==> src/rtl/mem_access_unit_pkg.sv <==
// Shared encodings for the M-stage data-memory access unit.
package osiris_i_pkg;
  localparam logic [2:0] F3_B  = 3'b000;
  localparam logic [2:0] F3_H  = 3'b001;
  localparam logic [2:0] F3_W  = 3'b010;
  localparam logic [2:0] F3_BU = 3'b100;
  localparam logic [2:0] F3_HU = 3'b101;

  localparam logic [1:0] RESULT_SRC_MEM = 2'b01;

  typedef enum logic [1:0] {IDLE, REQ, DONE} mem_state_t;
endpackage

==> src/rtl/mem_access_unit_if.sv <==
// Single-beat req/ack data-memory bus between the access unit and memory.
interface mem_access_unit_if #(parameter int DATA_WIDTH = 32);
  logic                  req;
  logic                  we;
  logic [DATA_WIDTH-1:0] addr;
  logic [DATA_WIDTH-1:0] wdata;
  logic [3:0]            be;
  logic                  ack;
  logic [DATA_WIDTH-1:0] rdata;

  modport master (output req, we, addr, wdata, be, input ack, rdata);
  modport slave  (input req, we, addr, wdata, be, output ack, rdata);
endinterface

==> src/rtl/mem_access_unit_align.sv <==
// Byte-lane steering: store enables/replication, load lane select/extension, size checks.
module mem_align
  import osiris_i_pkg::*;
#(
  parameter int DATA_WIDTH = 32
) (
  input  logic [1:0]            addr_lo_i,
  input  logic [2:0]            funct3_i,
  input  logic                  is_store_i,
  input  logic [DATA_WIDTH-1:0] wdata_i,
  input  logic [DATA_WIDTH-1:0] rdata_i,
  output logic [3:0]            be_o,
  output logic [DATA_WIDTH-1:0] wdata_o,
  output logic [DATA_WIDTH-1:0] rdata_o,
  output logic                  misaligned_o,
  output logic                  illegal_o
);
  logic [7:0]  byte_sel;
  logic [15:0] half_sel;

  assign byte_sel = rdata_i[{addr_lo_i, 3'b000} +: 8];
  assign half_sel = rdata_i[{addr_lo_i[1], 4'b0000} +: 16];

  always_comb begin
    be_o         = '0;
    wdata_o      = '0;
    rdata_o      = '0;
    misaligned_o = 1'b0;
    illegal_o    = 1'b0;
    case (funct3_i)
      F3_B: begin
        be_o    = 4'b0001 << addr_lo_i;
        wdata_o = {4{wdata_i[7:0]}};
        rdata_o = {{(DATA_WIDTH-8){byte_sel[7]}}, byte_sel};
      end
      F3_H: begin
        be_o         = addr_lo_i[1] ? 4'b1100 : 4'b0011;
        wdata_o      = {2{wdata_i[15:0]}};
        rdata_o      = {{(DATA_WIDTH-16){half_sel[15]}}, half_sel};
        misaligned_o = addr_lo_i[0];
      end
      F3_W: begin
        be_o         = 4'b1111;
        wdata_o      = wdata_i;
        rdata_o      = rdata_i;
        misaligned_o = (addr_lo_i != 2'b00);
      end
      F3_BU: begin
        rdata_o   = {{(DATA_WIDTH-8){1'b0}}, byte_sel};
        illegal_o = is_store_i;
      end
      F3_HU: begin
        rdata_o      = {{(DATA_WIDTH-16){1'b0}}, half_sel};
        misaligned_o = addr_lo_i[0];
        illegal_o    = is_store_i;
      end
      default: illegal_o = 1'b1;
    endcase
    // Loads always fetch the whole word; the lane is picked on return.
    if (!is_store_i) be_o = 4'b1111;
  end
endmodule

==> src/rtl/mem_access_unit.sv <==
// M-stage load/store unit: issues one bus beat per access and stalls until it completes.
module mem_access_unit
  import osiris_i_pkg::*;
#(
  parameter int DATA_WIDTH     = 32,
  parameter int TIMEOUT_CYCLES = 255
) (
  input  logic                   clk,
  input  logic                   rst,
  input  logic                   i_valid_M,
  input  logic [DATA_WIDTH-1:0]  i_alu_result_M,
  input  logic [DATA_WIDTH-1:0]  i_write_data_M,
  input  logic                   i_mem_write_M,
  input  logic [1:0]             i_result_src_M,
  input  logic [2:0]             i_funct3_M,
  mem_access_unit_if.master      dmem,
  output logic [DATA_WIDTH-1:0]  o_read_data_M,
  output logic                   o_stall_M,
  output logic                   o_fault_M
);
  localparam int CNT_W = $clog2(TIMEOUT_CYCLES + 1);
  localparam logic [CNT_W-1:0] CNT_LAST = CNT_W'(TIMEOUT_CYCLES - 1);

  mem_state_t            state_q, state_d;
  logic [DATA_WIDTH-1:0] addr_q, addr_d, wdata_q, wdata_d, rdata_q, rdata_d;
  logic [3:0]            be_q, be_d;
  logic                  we_q, we_d;
  logic [2:0]            f3_q, f3_d;
  logic [1:0]            alo_q, alo_d;
  logic [CNT_W-1:0]      cnt_q, cnt_d;
  logic                  req;

  logic                  is_store, is_load, access;
  logic [1:0]            al_addr;
  logic [2:0]            al_f3;
  logic [3:0]            al_be;
  logic [DATA_WIDTH-1:0] al_wdata, al_rdata;
  logic                  al_mis, al_ill;

  assign is_store = i_mem_write_M;
  assign is_load  = !i_mem_write_M && (i_result_src_M == RESULT_SRC_MEM);
  assign access   = i_valid_M && (is_store || is_load);

  // Decode live inputs in IDLE; extend returning data with the latched size/lane.
  assign al_addr = (state_q == IDLE) ? i_alu_result_M[1:0] : alo_q;
  assign al_f3   = (state_q == IDLE) ? i_funct3_M : f3_q;

  mem_align #(.DATA_WIDTH(DATA_WIDTH)) u_align (
    .addr_lo_i    (al_addr),
    .funct3_i     (al_f3),
    .is_store_i   ((state_q == IDLE) ? is_store : we_q),
    .wdata_i      (i_write_data_M),
    .rdata_i      (dmem.rdata),
    .be_o         (al_be),
    .wdata_o      (al_wdata),
    .rdata_o      (al_rdata),
    .misaligned_o (al_mis),
    .illegal_o    (al_ill)
  );

  always_ff @(posedge clk) begin
    if (rst) begin
      state_q <= IDLE;
      addr_q  <= '0;
      wdata_q <= '0;
      rdata_q <= '0;
      be_q    <= '0;
      we_q    <= 1'b0;
      f3_q    <= '0;
      alo_q   <= '0;
      cnt_q   <= '0;
    end else begin
      state_q <= state_d;
      addr_q  <= addr_d;
      wdata_q <= wdata_d;
      rdata_q <= rdata_d;
      be_q    <= be_d;
      we_q    <= we_d;
      f3_q    <= f3_d;
      alo_q   <= alo_d;
      cnt_q   <= cnt_d;
    end
  end

  always_comb begin
    state_d   = state_q;
    addr_d    = addr_q;
    wdata_d   = wdata_q;
    rdata_d   = rdata_q;
    be_d      = be_q;
    we_d      = we_q;
    f3_d      = f3_q;
    alo_d     = alo_q;
    cnt_d     = cnt_q;
    req       = 1'b0;
    o_stall_M = 1'b0;
    o_fault_M = 1'b0;
    case (state_q)
      IDLE: begin
        cnt_d = '0;
        if (access) begin
          if (al_mis || al_ill) begin
            o_fault_M = 1'b1;
            rdata_d   = '0;
          end else begin
            addr_d    = {i_alu_result_M[DATA_WIDTH-1:2], 2'b00};
            wdata_d   = al_wdata;
            be_d      = al_be;
            we_d      = is_store;
            f3_d      = i_funct3_M;
            alo_d     = i_alu_result_M[1:0];
            o_stall_M = 1'b1;
            state_d   = REQ;
          end
        end
      end
      REQ: begin
        req       = 1'b1;
        o_stall_M = 1'b1;
        if (dmem.ack) begin
          if (!we_q) rdata_d = al_rdata;
          state_d = DONE;
        end else if (cnt_q == CNT_LAST) begin
          o_fault_M = 1'b1;
          rdata_d   = '0;
          state_d   = DONE;
        end else begin
          cnt_d = cnt_q + 1'b1;
        end
      end
      // One non-stalled cycle lets the instruction leave M before we look again.
      DONE:    state_d = IDLE;
      default: state_d = IDLE;
    endcase
  end

  assign dmem.req      = req;
  assign dmem.we       = req && we_q;
  assign dmem.be       = req ? be_q : 4'b0000;
  assign dmem.addr     = addr_q;
  assign dmem.wdata    = wdata_q;
  assign o_read_data_M = rdata_q;
endmodule
==> src/flat_wrapper.sv <==
// flat-port wrapper written by rule: the top's interface ports become plain ports
module mem_access_unit_flat import osiris_i_pkg::*;
#(
  parameter int DATA_WIDTH     = 32,
  parameter int TIMEOUT_CYCLES = 255
)
  (clk, rst, i_valid_M, i_alu_result_M, i_write_data_M, i_mem_write_M, i_result_src_M, i_funct3_M, o_read_data_M, o_stall_M, o_fault_M, dmem_req, dmem_we, dmem_addr, dmem_wdata, dmem_be, dmem_ack, dmem_rdata);
  mem_access_unit_if #(.DATA_WIDTH(DATA_WIDTH)) dmem_i ();
  input  logic clk;
  input  logic rst;
  input  logic i_valid_M;
  input  logic [DATA_WIDTH-1:0] i_alu_result_M;
  input  logic [DATA_WIDTH-1:0] i_write_data_M;
  input  logic i_mem_write_M;
  input  logic [1:0] i_result_src_M;
  input  logic [2:0] i_funct3_M;
  output logic [DATA_WIDTH-1:0] o_read_data_M;
  output logic o_stall_M;
  output logic o_fault_M;
  output wire logic [$bits(dmem_i.req)-1:0] dmem_req;
  output wire logic [$bits(dmem_i.we)-1:0] dmem_we;
  output wire logic [$bits(dmem_i.addr)-1:0] dmem_addr;
  output wire logic [$bits(dmem_i.wdata)-1:0] dmem_wdata;
  output wire logic [$bits(dmem_i.be)-1:0] dmem_be;
  input wire logic [$bits(dmem_i.ack)-1:0] dmem_ack;
  input wire logic [$bits(dmem_i.rdata)-1:0] dmem_rdata;
  assign dmem_req = dmem_i.req;
  assign dmem_we = dmem_i.we;
  assign dmem_addr = dmem_i.addr;
  assign dmem_wdata = dmem_i.wdata;
  assign dmem_be = dmem_i.be;
  assign dmem_i.ack = dmem_ack;
  assign dmem_i.rdata = dmem_rdata;
  mem_access_unit #(.DATA_WIDTH(DATA_WIDTH), .TIMEOUT_CYCLES(TIMEOUT_CYCLES)) u_core (.clk(clk), .rst(rst), .i_valid_M(i_valid_M), .i_alu_result_M(i_alu_result_M), .i_write_data_M(i_write_data_M), .i_mem_write_M(i_mem_write_M), .i_result_src_M(i_result_src_M), .i_funct3_M(i_funct3_M), .dmem(dmem_i), .o_read_data_M(o_read_data_M), .o_stall_M(o_stall_M), .o_fault_M(o_fault_M));
endmodule
==> config.mk <==
export PLATFORM = sky130hd
export DESIGN_NAME = mem_access_unit_flat
export DESIGN_NICKNAME = d
export VERILOG_FILES = /design/src/rtl/mem_access_unit_pkg.sv /design/src/rtl/mem_access_unit_if.sv /design/src/rtl/mem_access_unit_align.sv /design/src/rtl/mem_access_unit.sv /design/src/flat_wrapper.sv
export SDC_FILE = /design/constraint.sdc
export NUM_CORES = 1
export LEC_CHECK = 0
export ABC_CLOCK_PERIOD_IN_PS = 2000
export BUFFER_PORTS_ARGS = -buffer_cell sky130_fd_sc_hd__buf_2
export CAP_MARGIN = 20
export CORE_ASPECT_RATIO = 0.8
export CORE_MARGIN = 2
export CORE_UTILIZATION = 44
export CTS_BUF_LIST = sky130_fd_sc_hd__clkbuf_16
export DETAILED_ROUTE_END_ITERATION = 10
export GPL_TIMING_DRIVEN = 0
export PLACE_DENSITY = 0.81
export SKIP_CTS_REPAIR_TIMING = 1
export SLEW_MARGIN = 30
export SYNTH_ARGS = -nofsm -noshare
export SYNTH_HDL_FRONTEND = slang
export SYNTH_SLANG_ARGS = --single-unit
==> constraint.sdc <==
create_clock -name clk -period 2 [get_ports clk]
set_clock_uncertainty 0.1 [all_clocks]
set_input_delay 0.2 -clock clk [delete_from_list [all_inputs] [get_ports clk]]
set_output_delay 0.2 -clock clk [all_outputs]
set_load 0.03 [all_outputs]
# Word-level counts from Yosys, hierarchy flattened
# Cells that the tools add are included.
[op_classes] addsub=1 multipliers=0 n_div=0 n_lt_le_gt_ge=0 eq_ne=14 n_shift=3 muxes=34 bitwise_logic=1 n_reduce_logical=17
[op_table] operator="two-way mux 32 bit" n=5
[op_table] operator="case mux 32 bit (5 select lines)" n=1
[op_table] operator="case mux 32 bit (3 select lines)" n=1
[op_table] operator="case mux 32 bit (2 select lines)" n=1
[op_table] operator="variable part select 32 x 6 -> 16 bit" n=1
[op_table] operator="variable part select 32 x 6 -> 8 bit" n=1
[op_table] operator="two-way mux 8 bit" n=2
[op_table] operator="case mux 8 bit (2 select lines)" n=1
[op_table] operator="two-way mux 4 bit" n=3
[op_table] operator="case mux 4 bit (3 select lines)" n=1
[op_table] operator="two-way mux 2 bit" n=5
[op_table] operator="AND reduction 3 bit" n=3
[op_table] operator="adder 8 x 1 -> 8 bit, second input constant" n=1
[op_table] operator="equality test 8 bit, second input constant" n=1
[op_table] operator="two-way mux 1 bit" n=8
[op_table] operator="!= test 2 bit, second input constant" n=4
[op_table] operator="case mux 1 bit (2 select lines)" n=4
[op_table] operator="equality test 3 bit, second input constant" n=2
[op_table] operator="AND reduction 5 bit" n=1
[op_table] operator="equality test 2 x 1 -> 1 bit, second input constant" n=2
[op_table] operator="case mux 2 bit (2 select lines)" n=1
[op_table] operator="nonzero test 2 bit" n=2
[op_table] operator="OR reduction 2 bit" n=2
[op_table] operator="left shift 1 x 2 -> 4 bit, first input constant" n=1
[op_table] operator="13 further kinds" n=16
[totals] regBits=114 latchBits=0 mem_bits_rw=0 rom_bits=0 inputBits=106 word_cells=79 mem_count=0

# Depth between registers and ports, before layout
# Gate-level depths: netlist (run 1).
[depth] ltp_word=9 mapped_depth=10 mapped_depth_nobuf=7

# By module
# From an unflattened synthesis (run 1), not the netlist that was laid out.
[unflattened] hier_cells=789 hier_area_um2=5885.6
[modules_own_cells] mod="mem_access_unit" n_inst=1 cells_each=551 area_each_um2=4448.0 seq_area_each_um2=2282.2
[modules_own_cells] mod="mem_align" n_inst=1 cells_each=238 area_each_um2=1437.6 seq_area_each_um2=0.0

# Worst setup path before layout (run 1)
# OpenSTA, ideal clock, no wires.
[synth_timing] path_type="flip-flop to output port" start="reg u_core.state_q[1]" end="out o_stall_M" arrival_ns=1.942 t_required_ns=1.700 slack_ns=-0.242 stages_incl_launch_ff=10 n_path_buf=4 path_cell_list="dfxtp_1 buf_4 nor2_2 buf_6 mux2_4 a211o_1 o211ai_2 buf_4 buf_2 nand2_1"
[synth_between] elab_chain_cells=9 elab_cells_between_ends=20
[synth_lines] item="from (decl)" line="mem_access_unit.sv:24" source="mem_state_t state_q, state_d;"
[synth_lines] item="from (signal assigned)" line="mem_access_unit.sv:73" source="state_q <= state_d;"
[synth_lines] item="logical NOT 2 bit"
[synth_lines] item="two-way mux 3 bit" line="mem_access_unit.sv:46" source="assign al_f3 = (state_q == IDLE) ? i_funct3_M : f3_q;"
[synth_lines] item="equality test 3 x 2 -> 1 bit, or another cell as far along" line="mem_access_unit_align.sv:30" source="case (funct3_i)"
[synth_lines] item="OR reduction 3 bit (no source line) / OR reduction 2 bit (equally long branches)"
[synth_lines] item="case mux 1 bit (2 select lines)" line="mem_access_unit_align.sv:30"
[synth_lines] item="logical OR 1 bit" line="mem_access_unit.sv:102" source="if (al_mis || al_ill) begin"
[synth_lines] item="two-way mux 1 bit" line="mem_access_unit.sv:102"
[synth_lines] item="two-way mux 1 bit" line="mem_access_unit.sv:101" source="if (access) begin"
[synth_lines] item="case mux 1 bit (2 select lines) (*)" line="mem_access_unit.sv:98" source="case (state_q)"
[synth_lines] item="to (decl)" line="flat_wrapper.sv:18" source="output logic o_stall_M;"
# Every way passes the cells marked *; elsewhere a longest branch is shown, timed or not.

# Worst setup path in the final report (run 1)
# Same ends and word-level chain as after synthesis.

==> impl_results.md, run 1 <==
- Layout cells sized above 1: 0.470
- Final worst-path cycle share: 1.28
- CP Data Arrival Time: 2.26 ns
- DRT Pass-1 Iters: 8
- CP max FO: 7
- Die ar.: 12,900 um^2
- Max-slew violations: 0
- Clk_lat worst skew: 0.42 ns
- Clk root buf: clkbuf_16
- Clock share of power: 0.432
- Initial Util: 0.456
- Largest net degree at the start of global routing: 17
- Initial antenna violation count: 0
- IO Pins: 210
- Switching share of power: 0.312
- Status: finished, violations left
- Tot GR Track Use: 0.269
- H-tree depth reported by CTS: 4
- Internal power: 5.05 mW
- HP Class: input pin to register
- Data required, critical path: 1.70 ns
- GP Congestion: 0.947
- Worst slew pin tran: 0.734 ns
- Syn-to-layout area delta: 65.3%
- Final setup vio count: 107
- Avg Cell Area, Syn: 8.34 um^2
- Commonest non-fill, non-tap cells in the layout: buf_2, nand2_1, dfxtp_1
- Power per Cell Area: 840 nW/um^2
- Total core area: 11,600 um^2
- TritonCTS clock tree: built
- Final worst slack: -0.563 ns
- RSZ-0062 raised after global routing: true
- Startpoint types: register
- PortBufs: 206
- Layout Nets: 1,052
- Post-synth EDFFs: 0
- CTS buffer count: 17
- Post-Synthesis Cells: 634
- Dpl cells: 989
- Die Ht: 102 um
- Combinational group share of total power: 0.234
- Yosys reg bits: 114
- DR vias: 6,597
- Hpwl dp: 12,900 um
- # rows: 35
- Clk sinks: 114
- Drt wl/cell: 20.7 um
- Reg clk slew, reported paths: 0.06 ns
- Via density: 5.97
- Leak pwr: 3.88 nW
- Predominant post-synthesis flop cell: dfxtp_1
- Mapped Area: 5290 um^2
- Shortest period the worst path allows: 2.56 ns
- Post-route ant nets: 0
- Fin cells: 1,105
- Reg power frac: 0.333
- Worst VDD drop: 0.643 mV
- Vias in the first global route: 5,446
- Post-synthesis async set-or-reset flop share: 0
- Hold WS: -0.0218 ns
- Max_cap viols: 0
- DRC: 0
- Ys Warns: 0
- Fmax: 390 MHz
- Initial drt markers: 522
- Final Hold Fails: 1
- Worst Setup End Kind: output port
- Failing checks: hold timing, setup timing
- Die X: 127 um
- DRT Wirelength: 22,800 um
- Slew margin rel.: 0.507
- Final core occ: 0.753
- Critical path class: register to output port
- Clock Tree Buf Depth: 2
- Psw: 2.29 mW
- Congestion Overflow GR: 0
- First-pass GRT wire length: 27,500 um
- Seq/Total Area, Yosys: 0.432
- Leading cell type in the layout, fill and taps excluded: buf_2
- Pre-CTS setup slack: -0.462 ns
- ANT cells: 0
- Count of different cell masters after synthesis: 60
## cell usage after synthesis, drive strengths merged, types with 3 or more instances
| library cell | number | area share |
|---|---|---|
| a211oi | 9 | 0.020 |
| buf | 35 | 0.040 |
| nand3 | 8 | 0.0085 |
| or3 | 5 | 0.0059 |
| nor3b | 9 | 0.013 |
| clkbuf | 14 | 0.0099 |
| a221o | 7 | 0.013 |
| nand2 | 140 | 0.099 |
| nand4 | 3 | 0.0035 |
| o211ai | 9 | 0.014 |
| nor3 | 28 | 0.027 |
| o21ai | 19 | 0.018 |
| a221oi | 16 | 0.027 |
| inv | 5 | 0.0035 |
| a22oi | 17 | 0.024 |
| and2 | 7 | 0.0083 |
| a311oi | 3 | 0.0050 |
| mux2 | 4 | 0.0092 |
| nor2 | 49 | 0.036 |
| a31oi | 4 | 0.0088 |
| a21oi | 59 | 0.059 |
| dfxtp | 114 | 0.43 |
| mux2i | 4 | 0.0083 |
| a222oi | 8 | 0.015 |
| a22o | 25 | 0.041 |
## logic make-up (layout without fill, tap and decap cells)
group,after synthesis,in the layout,share of synthesized area
AO/OA/AOI/OAI,191,191,0.269
multiplexers,8,8,0.0175
other,1,2,0.000709
AND/OR/NAND/NOR,262,262,0.219
XOR/XNOR,2,2,0.00331
buffers and inverters,54,376,0.0535
flip-flops,114,114,0.432
adder cells (fa/ha/maj),2,2,0.00473
## metal layers
| metal | track usage | share of wire |
|---|---|---|
| met5 | 0 | 0 |
| met4 | 0.109 | 0.047 |
| met3 | 0.0749 | 0.092 |
| met2 | 0.448 | 0.49 |
| met1 | 0.333 | 0.37 |
## final timing paths
path | start | end | slack (ns) | depth (start not counted)
worst min register to register | u_core.dmem.wdata[5] | u_core.dmem.wdata[5] | 0.35 | 2
worst min-delay path | i_mem_write_M | u_core.we_q | -0.02 | 3
worst max-delay path | u_core.state_q[1] | o_stall_M | -0.56 | 10
worst max register to register | u_core.state_q[1] | u_core.o_read_data_M[22] | -0.47 | 12
## power groups by stage
stage	Clock (mW)	Combinational, mW	Sequential, mW
3_5_place_dp	0	1.17	2.47
3_3_place_gp	0	1.16	2.47
4_1_cts	3.12	1.19	2.43
2_1_floorplan	0	0.634	2.62
5_1_grt	3.26	1.81	2.45
6_report	3.17	1.72	2.45
## critical path, cell delays in order, from the launching register on
cell and delay, ns:
dfxtp_2 0.32, buf_6 0.13, nor2_4 0.13, buf_8 0.15, mux2_4 0.32, a211o_1 0.27
o211ai_2 0.10, buf_6 0.15, buf_8 0.10, nand2_4 0.05, buf_6 0.14
## registers in the layout, indices dropped and copies added, names as in the netlist
name                  cells
u_core.f3_q               3
u_core.alo_q              2
u_core.dmem.addr         30
u_core.state_q            2
u_core.be_q               4
u_core.we_q               1
u_core.dmem.wdata        32
u_core.cnt_q              8
u_core.o_read_data_M     32
## area by class of cell
class | instances | area (um^2)
plain buffers | 49 | 470
flip-flops and latches | 114 | 2290
clock inverters | 15 | 180
repair buffers | 290 | 1890
clock buffers | 17 | 425
multi-input cells | 467 | 3280
inverters | 5 | 18.8
well taps | 148 | 185
fillers | 732 | 2870
## stage by stage
step	instance area, um^2	setup TNS (ns)	power, mW
floorplan	5440	-2.65	3.25
global placement	6660	-29.68	3.63
detailed placement	6660	-33.56	3.65
CTS	7260	-37.47	6.73
global route	8740	-40.60	7.52
finish	8740	-34.86	7.34
(Power assumes the default switching activity.)
==> run 2: changes to the inputs <==
CELL_PAD_IN_SITES_DETAIL_PLACEMENT = 2   (was unset)
CELL_PAD_IN_SITES_GLOBAL_PLACEMENT = 2   (was unset)
CORE_UTILIZATION = 24   (was 44)
PLACE_DENSITY = 0.8   (was 0.81)
SYNTH_HIERARCHICAL = 1   (was unset)
==> run 2 against run 1 <==
The run still ends with hold timing, setup timing left. Die area increased by 100%. Via count grew 6.8%. Flip-flop and latch count stayed put. Core utilization is 36 points lower. Sequential power fell by 2%. First-iteration DRC count down 43%. Clock power grew 5%. Count of clock-buffer cells in the layout stayed put. Critical path depth up 6. Critical endpoint is now u_core/dmem.wdata[19].
==> impl_results.md, run 2 <==
- Status: finished, violations left (unchanged)
- Failing checks: hold timing, setup timing (unchanged)
- IO Pins: 210 (unchanged)
- Seq/Total Area, Yosys: 0.388 (was 0.432)
- Count leader, synth: nand2_1 (unchanged)
- HP Class: input pin to register (unchanged)
- Shortest period the worst path allows: 3.10 ns (was 2.56 ns)
- Layout Nets: 1,211 (was 1,052)
- DR vias: 7,048 (was 6,597)
- Sum of buffers and inverters on the critical path: 7 (was 5)
- Max-slew violations: 0 (unchanged)
- CP cell instances: buf_6 > nor2_4 > mux2_4 > buf_8 > nor2b_4 > buf_6 > o21ai_4 > o21ai_4 > nor2_4 > buf_4 > o2111a_2 > buf_6 > buf_8 > clkbuf_16 > nand2_1 > a21oi_2 (was buf_6 > nor2_4 > buf_8 > mux2_4 > a211o_1 > o211ai_2 > buf_6 > buf_8 > nand2_4 > buf_6)
- Worst Setup End Kind: register (was output port)
- Critical path class: register to register (was register to output port)
- CTS buffer count: 17 (unchanged)
- Post-synthesis async set-or-reset flop share: 0 (unchanged)
- Final worst-path cycle share: 1.55 (was 1.28)
- DRC: 0 (unchanged)
- Leak pwr: 3.96 nW (was 3.88 nW)
- Largest net degree at the start of global routing: 17 (unchanged)
- CP Data Arrival Time: 3.35 ns (was 2.26 ns)
- Leading cell type in the layout, fill and taps excluded: nand2_1 (was buf_2)
- Clk_lat worst skew: 0.43 ns (was 0.42 ns)
- Tot GR Track Use: 0.195 (was 0.269)
- Clk root buf: clkbuf_16 (unchanged)
- GP Congestion: 0.832 (was 0.947)
- Critical Path Most Common Cell: buf_6 (unchanged)
- Hpwl dp: 19,300 um (was 12,900 um)
- Pre-CTS setup slack: -1.49 ns (was -0.462 ns)
- Synth area leader: dfxtp_1 (unchanged)
- DRT Pass-1 Iters: 4 (was 8)
- Syn-to-layout area delta: 60.4% (was 65.3%)
- Top post-synthesis cells by area: dfxtp_1, nand2_1, a21oi_1, mux2_2, nand2b_1 (was dfxtp_1, nand2_1, a21oi_1, a22o_1, nor2_1)
- Synth top area share: 0.388 (was 0.432)
- H-tree depth reported by CTS: 4 (unchanged)
- Final worst slack: -1.10 ns (was -0.563 ns)
- Via density: 4.89 (was 5.97)
- Post-route ant nets: 0 (unchanged)
- TritonCTS clock tree: built (unchanged)
- Vias in the first global route: 6,834 (was 5,446)
- Post-Synthesis Cells: 789 (was 634)
- Max_cap viols: 0 (unchanged)
- DR WL met2: 14,900 um (was 11,200 um)
- RSZ-0062 raised after global routing: true (unchanged)
- DRT Wirelength: 30,900 um (was 22,800 um)
- Commonest cells in the netlist: nand2_1, a21oi_1, dfxtp_1 (was nand2_1, dfxtp_1, a21oi_1)
- Layout cells sized above 1: 0.382 (was 0.470)
- Commonest non-fill, non-tap cells in the layout: nand2_1, buf_2, dfxtp_1 (was buf_2, nand2_1, dfxtp_1)
- Congestion Overflow GR: 0 (unchanged)
- Initial drt markers: 296 (was 522)
- Reg clk slew, reported paths: 0.07 ns (was 0.06 ns)
- Final Hold Fails: 1 (unchanged)
- Clk sinks: 114 (unchanged)
- Predominant post-synthesis flop cell: dfxtp_1 (unchanged)
- Startpoint types: register (unchanged)
- Count of different cell masters after synthesis: 54 (was 60)
- CP max FO: 8 (was 7)
- Data required, critical path: 2.25 ns (was 1.70 ns)
- Clock Tree Buf Depth: 2 (unchanged)
- Avg Cell Area, Syn: 7.46 um^2 (was 8.34 um^2)
- Final setup vio count: 113 (was 107)
- Drt wl/cell: 21.5 um (was 20.7 um)
- Worst VDD drop: 0.582 mV (was 0.643 mV)
- PortBufs: 206 (unchanged)
- DR top layer: met4 (unchanged)
- Largest stage delay, worst path: 0.40 ns (was 0.32 ns)
- Mapped Area: 5890 um^2 (was 5290 um^2)
- Post-synth EDFFs: 0 (unchanged)
- Power per Cell Area: 816 nW/um^2 (was 840 nW/um^2)
- Worst slew pin tran: 0.820 ns (was 0.734 ns)
- Initial Util: 0.243 (was 0.456)
- Yosys reg bits: 114 (unchanged)
- Ys Warns: 6 (was 0)
- Die ar.: 25,800 um^2 (was 12,900 um^2)
- Fmax: 322 MHz (was 390 MHz)
- Die X: 179 um (was 127 um)
- Delay-heaviest family, CP: buffers and inverters (unchanged)
- Slowest-stage cell, CP: mux2_4 (was dfxtp_2)
- Met3 WL: 1680 um (was 2100 um)
- Initial antenna violation count: 6 (was 0)
- Slew margin rel.: 0.452 (was 0.507)
- First-pass GRT wire length: 38,600 um (was 27,500 um)
- Final core occ: 0.390 (was 0.753)
- Die Ht: 144 um (was 102 um)
- Hold WS: -0.0442 ns (was -0.0218 ns)
- Met1 WL: 13,900 um (was 8490 um)
- # rows: 51 (was 35)
- Total core area: 24,200 um^2 (was 11,600 um^2)
## run 2: logic make-up (layout without fill, tap and decap cells)
family | Yosys count | after routing | share of synthesized area
and+or+nand+nor | 339 | 339 | 0.263
AOI/OAI and AO/OA | 231 | 232 | 0.226
DFF | 114 | 114 | 0.388
buffers and inverters | 71 | 396 | 0.0599
muxes | 31 | 31 | 0.0585
adders and majority gates | 2 | 2 | 0.00425
other | 1 | 10 | 0.000637
## run 2: worst register-to-register path: stages, from the launching register on
cell       delay, ns
dfxtp_2         0.33
buf_6           0.12
nor2_4          0.30
mux2_4          0.40
buf_8           0.14
nor2b_4         0.12
buf_6           0.12
o21ai_4         0.06
o21ai_4         0.09
nor2_4          0.13
buf_4           0.15
o2111a_2        0.31
buf_6           0.13
buf_8           0.14
clkbuf_16       0.15
nand2_1         0.07
a21oi_2         0.17
## run 2: layout make-up
class | instances | area [um^2]
antenna | 8 | 20.0
multi-input combinational | 606 | 3560
fill | 2755 | 14700
clock buffer | 17 | 425
timing repair buffer | 293 | 1980
clock inverter | 15 | 193
tap | 318 | 398
inverter | 4 | 18.8
buffer | 67 | 557
sequential | 114 | 2290
## run 2: per-stage QoR
step           instances  instance area, um^2  hold slack (ns)  setup TNS, ns  power (mW)
2_1_floorplan        790                 6000            0.236         -55.21        3.38
3_3_place_gp        1314                 7430            0.339        -130.00        3.87
3_5_place_dp        1314                 7430            0.347        -137.28        3.90
4_1_cts             1346                 8050           -0.102        -140.97        7.22
5_1_grt             1438                 9430          -0.0265        -113.10        7.99
6_report            1442                 9440          -0.0442        -103.29        7.70
## run 2: routing by layer
layer	vias to the layer above	global-route usage
li1	3335	-
met1	3469	0.261
met2	204	0.318
met3	40	0.0426
met4	0	0.0509
met5	-	0
## run 2: where the power goes
part,total (mW),switching [mW],internal [mW]
Combinational,1.97,1.14,0.833
Clock,3.32,1.33,1.99
Sequential,2.41,0.0517,2.35
Total,7.70,2.52,5.18
## run 2: path summary, 6_finish.rpt
| path | endpoint | cells past startpoint | slack [ns] | from |
|---|---|---|---|---|
| min reg2reg | u_core/dmem.addr[12] | 2 | 0.36 | u_core/dmem.addr[12] |
| min | u_core/f3_q[1] | 3 | -0.04 | i_funct3_M[1] |
| max reg2reg | u_core/dmem.wdata[19] | 16 | -1.10 | u_core/state_q[0] |
| max | u_core/dmem.wdata[19] | 16 | -1.10 | u_core/state_q[0] |
==> run 3: changes to the inputs <==
SYNTH_HIERARCHICAL = unset   (was 1)
==> run 3 against run 2 <==
The run still ends with hold timing, setup timing left. Worst hold slack better by 0.038 ns. Setup slack better by 0.46 ns. Flip-flop and latch count stayed put. Largest power group unchanged.
==> impl_results.md, run 3 (synthesis results as in run 1) <==
- Critical path class: register to output port (was register to register)
- Reg clk slew, reported paths: 0.07 ns (about the same)
- Leak pwr: 3.88 nW (was 3.96 nW)
- CP Data Arrival Time: 2.34 ns (was 3.35 ns)
- Congestion Overflow GR: 0 (unchanged)
- Die Ht: 137 um (was 144 um)
- Status: finished, violations left (unchanged)
- Die ar.: 23,200 um^2 (was 25,800 um^2)
- TritonCTS clock tree: built (unchanged)
- Hpwl dp: 18,100 um (was 19,300 um)
- RSZ-0062 raised after global routing: true (unchanged)
- Die X: 170 um (was 179 um)
- Clock Tree Buf Depth: 2 (unchanged)
- PortBufs: 206 (unchanged)
- Fin cells: 1,233 (was 1,442)
- Final worst-path cycle share: 1.32 (was 1.55)
- Max-slew violations: 0 (unchanged)
- Final setup vio count: 108 (was 113)
- Worst slew pin tran: 0.839 ns (was 0.820 ns)
- CP startpoint: u_core.state_q[1] (was u_core/state_q[0])
- Initial Util: 0.245 (was 0.243)
- DRT Pass-1 Iters: 5 (was 4)
- Leading cell type in the layout, fill and taps excluded: buf_2 (was nand2_1)
- Max_cap viols: 0 (unchanged)
- Filler Cells Inserted: 2,336 (was 2,755)
- HP Class: input pin to register (unchanged)
- Initial antenna violation count: 3 (was 6)
- Vias in the first global route: 6,300 (was 6,834)
- DR vias: 6,513 (was 7,048)
- Startpoint types: register (unchanged)
- Worst Setup End Kind: output port (was register)
- Layout cells sized above 1: 0.471 (was 0.382)
- CP max FO: 8 (unchanged)
- H-tree depth reported by CTS: 4 (unchanged)
- Worst VDD drop: 0.406 mV (was 0.582 mV)
- Final Hold Fails: 2 (was 1)
- IO Pins: 210 (unchanged)
- Final worst slack: -0.644 ns (was -1.10 ns)
- Syn-to-layout area delta: 71.2% (was 60.4%)
- DRC: 0 (unchanged)
- # rows: 48 (was 51)
- Commonest non-fill, non-tap cells in the layout: buf_2, nand2_1, dfxtp_1 (was nand2_1, buf_2, dfxtp_1)
- First-pass GRT wire length: 36,800 um (was 38,600 um)
- Data required, critical path: 1.70 ns (was 2.25 ns)
- Clk sinks: 114 (unchanged)
- FF-to-FF Start: u_core.state_q[1] (was u_core/state_q[0])
- Tot GR Track Use: 0.209 (was 0.195)
- Dpl cells: 1,116 (was 1,314)
- Initial drt markers: 515 (was 296)
- Largest net degree at the start of global routing: 17 (unchanged)
- Via density: 5.28 (was 4.89)
- Clk_lat worst skew: 0.43 ns (about the same)
- Fmax: 378 MHz (was 322 MHz)
- Shortest period the worst path allows: 2.64 ns (was 3.10 ns)
- CTS buffer count: 17 (unchanged)
- Power per Cell Area: 835 nW/um^2 (was 816 nW/um^2)
- DRT Wirelength: 30,500 um (was 30,900 um)
- Clk root buf: clkbuf_16 (unchanged)
- Slew margin rel.: 0.436 (was 0.452)
- Post-route cell area: 9050 um^2 (was 9440 um^2)
- Hold WS: -0.00606 ns (was -0.0442 ns)
- Post-route ant nets: 0 (unchanged)
- Cell Area, Placed: 6820 um^2 (was 7430 um^2)
- Failing checks: hold timing, setup timing (unchanged)
- Layout Nets: 1,053 (was 1,211)
- Drt wl/cell: 24.8 um (was 21.5 um)
- ANT cells: 0 (was 8)
- GP Congestion: 0.845 (was 0.832)
- Total core area: 21,600 um^2 (was 24,200 um^2)
- Hold path start: i_mem_write_M (was i_funct3_M[1])
run 3: cell types whose count changed in the layout (fill, tap and decap cells not counted), sizes merged, moves of 15 or more:
cell and change:
nand2 -90, a21oi -69, nor2 +41, nand2b -39
o21ai -28, a22o +25, nor3 +25, mux2 -20
a21o -17, a221oi +16, a22oi +15
run 3: worst max-delay path, stage by stage (launching register included):
cell and delay [ns]:
dfxtp_2 0.32, buf_6 0.13, nor2_4 0.13, buf_8 0.14, mux2_4 0.32, a211o_1 0.28
o211ai_2 0.11, buf_6 0.15, buf_8 0.12, nand2_4 0.05, buf_6 0.13
run 3: worst paths after layout:
kind	cells after the start	endpoint	slack [ns]
worst min register to register	1	u_core.o_read_data_M[7]	0.36
worst min-delay path	3	u_core.we_q	-0.006
worst max register to register	12	u_core.dmem.wdata[2]	-0.52
worst max-delay path	10	o_stall_M	-0.64
run 3: layout make-up:
cell class              count  area, um^2  share of cell area
plain buffers              47         449              0.0496
clock buffers              17         425              0.0470
clock inverters            15         184              0.0203
inverters                   5        22.5             0.00249
multi-input cells         467        3330               0.368
flip-flops and latches    114        2290               0.253
well taps                 275         344              0.0380
repair buffers            293        2010               0.222
run 3: per-layer routing:
| layer | share of wire | GRT usage |
|---|---|---|
| met5 | 0.0011 | 0 |
| met4 | 0.026 | 0.0475 |
| met3 | 0.078 | 0.0813 |
| met2 | 0.49 | 0.350 |
| met1 | 0.41 | 0.255 |
run 3: report_power, final:
part           switching [mW]  internal [mW]  total, mW
clock                    1.41           1.90       3.31
sequential             0.0780           2.36       2.44
combinational            1.09          0.727       1.81
run 3: metrics by stage:
stage / setup slack [ns] / hold WS (ns) / util / power (mW) / TNS, ns
6_report: -0.644 / -0.00606 / 0.419 / 7.56 / -41.32
5_1_grt: -0.725 / 0.00282 / 0.419 / 7.83 / -48.99
4_1_cts: -0.969 / -0.114 / 0.344 / 7.02 / -48.38
3_5_place_dp: -0.563 / 0.346 / 0.315 / 3.73 / -44.98
3_3_place_gp: -0.550 / 0.337 / 0.315 / 3.70 / -41.54
2_1_floorplan: -0.0542 / 0.236 / - / 3.25 / -2.65
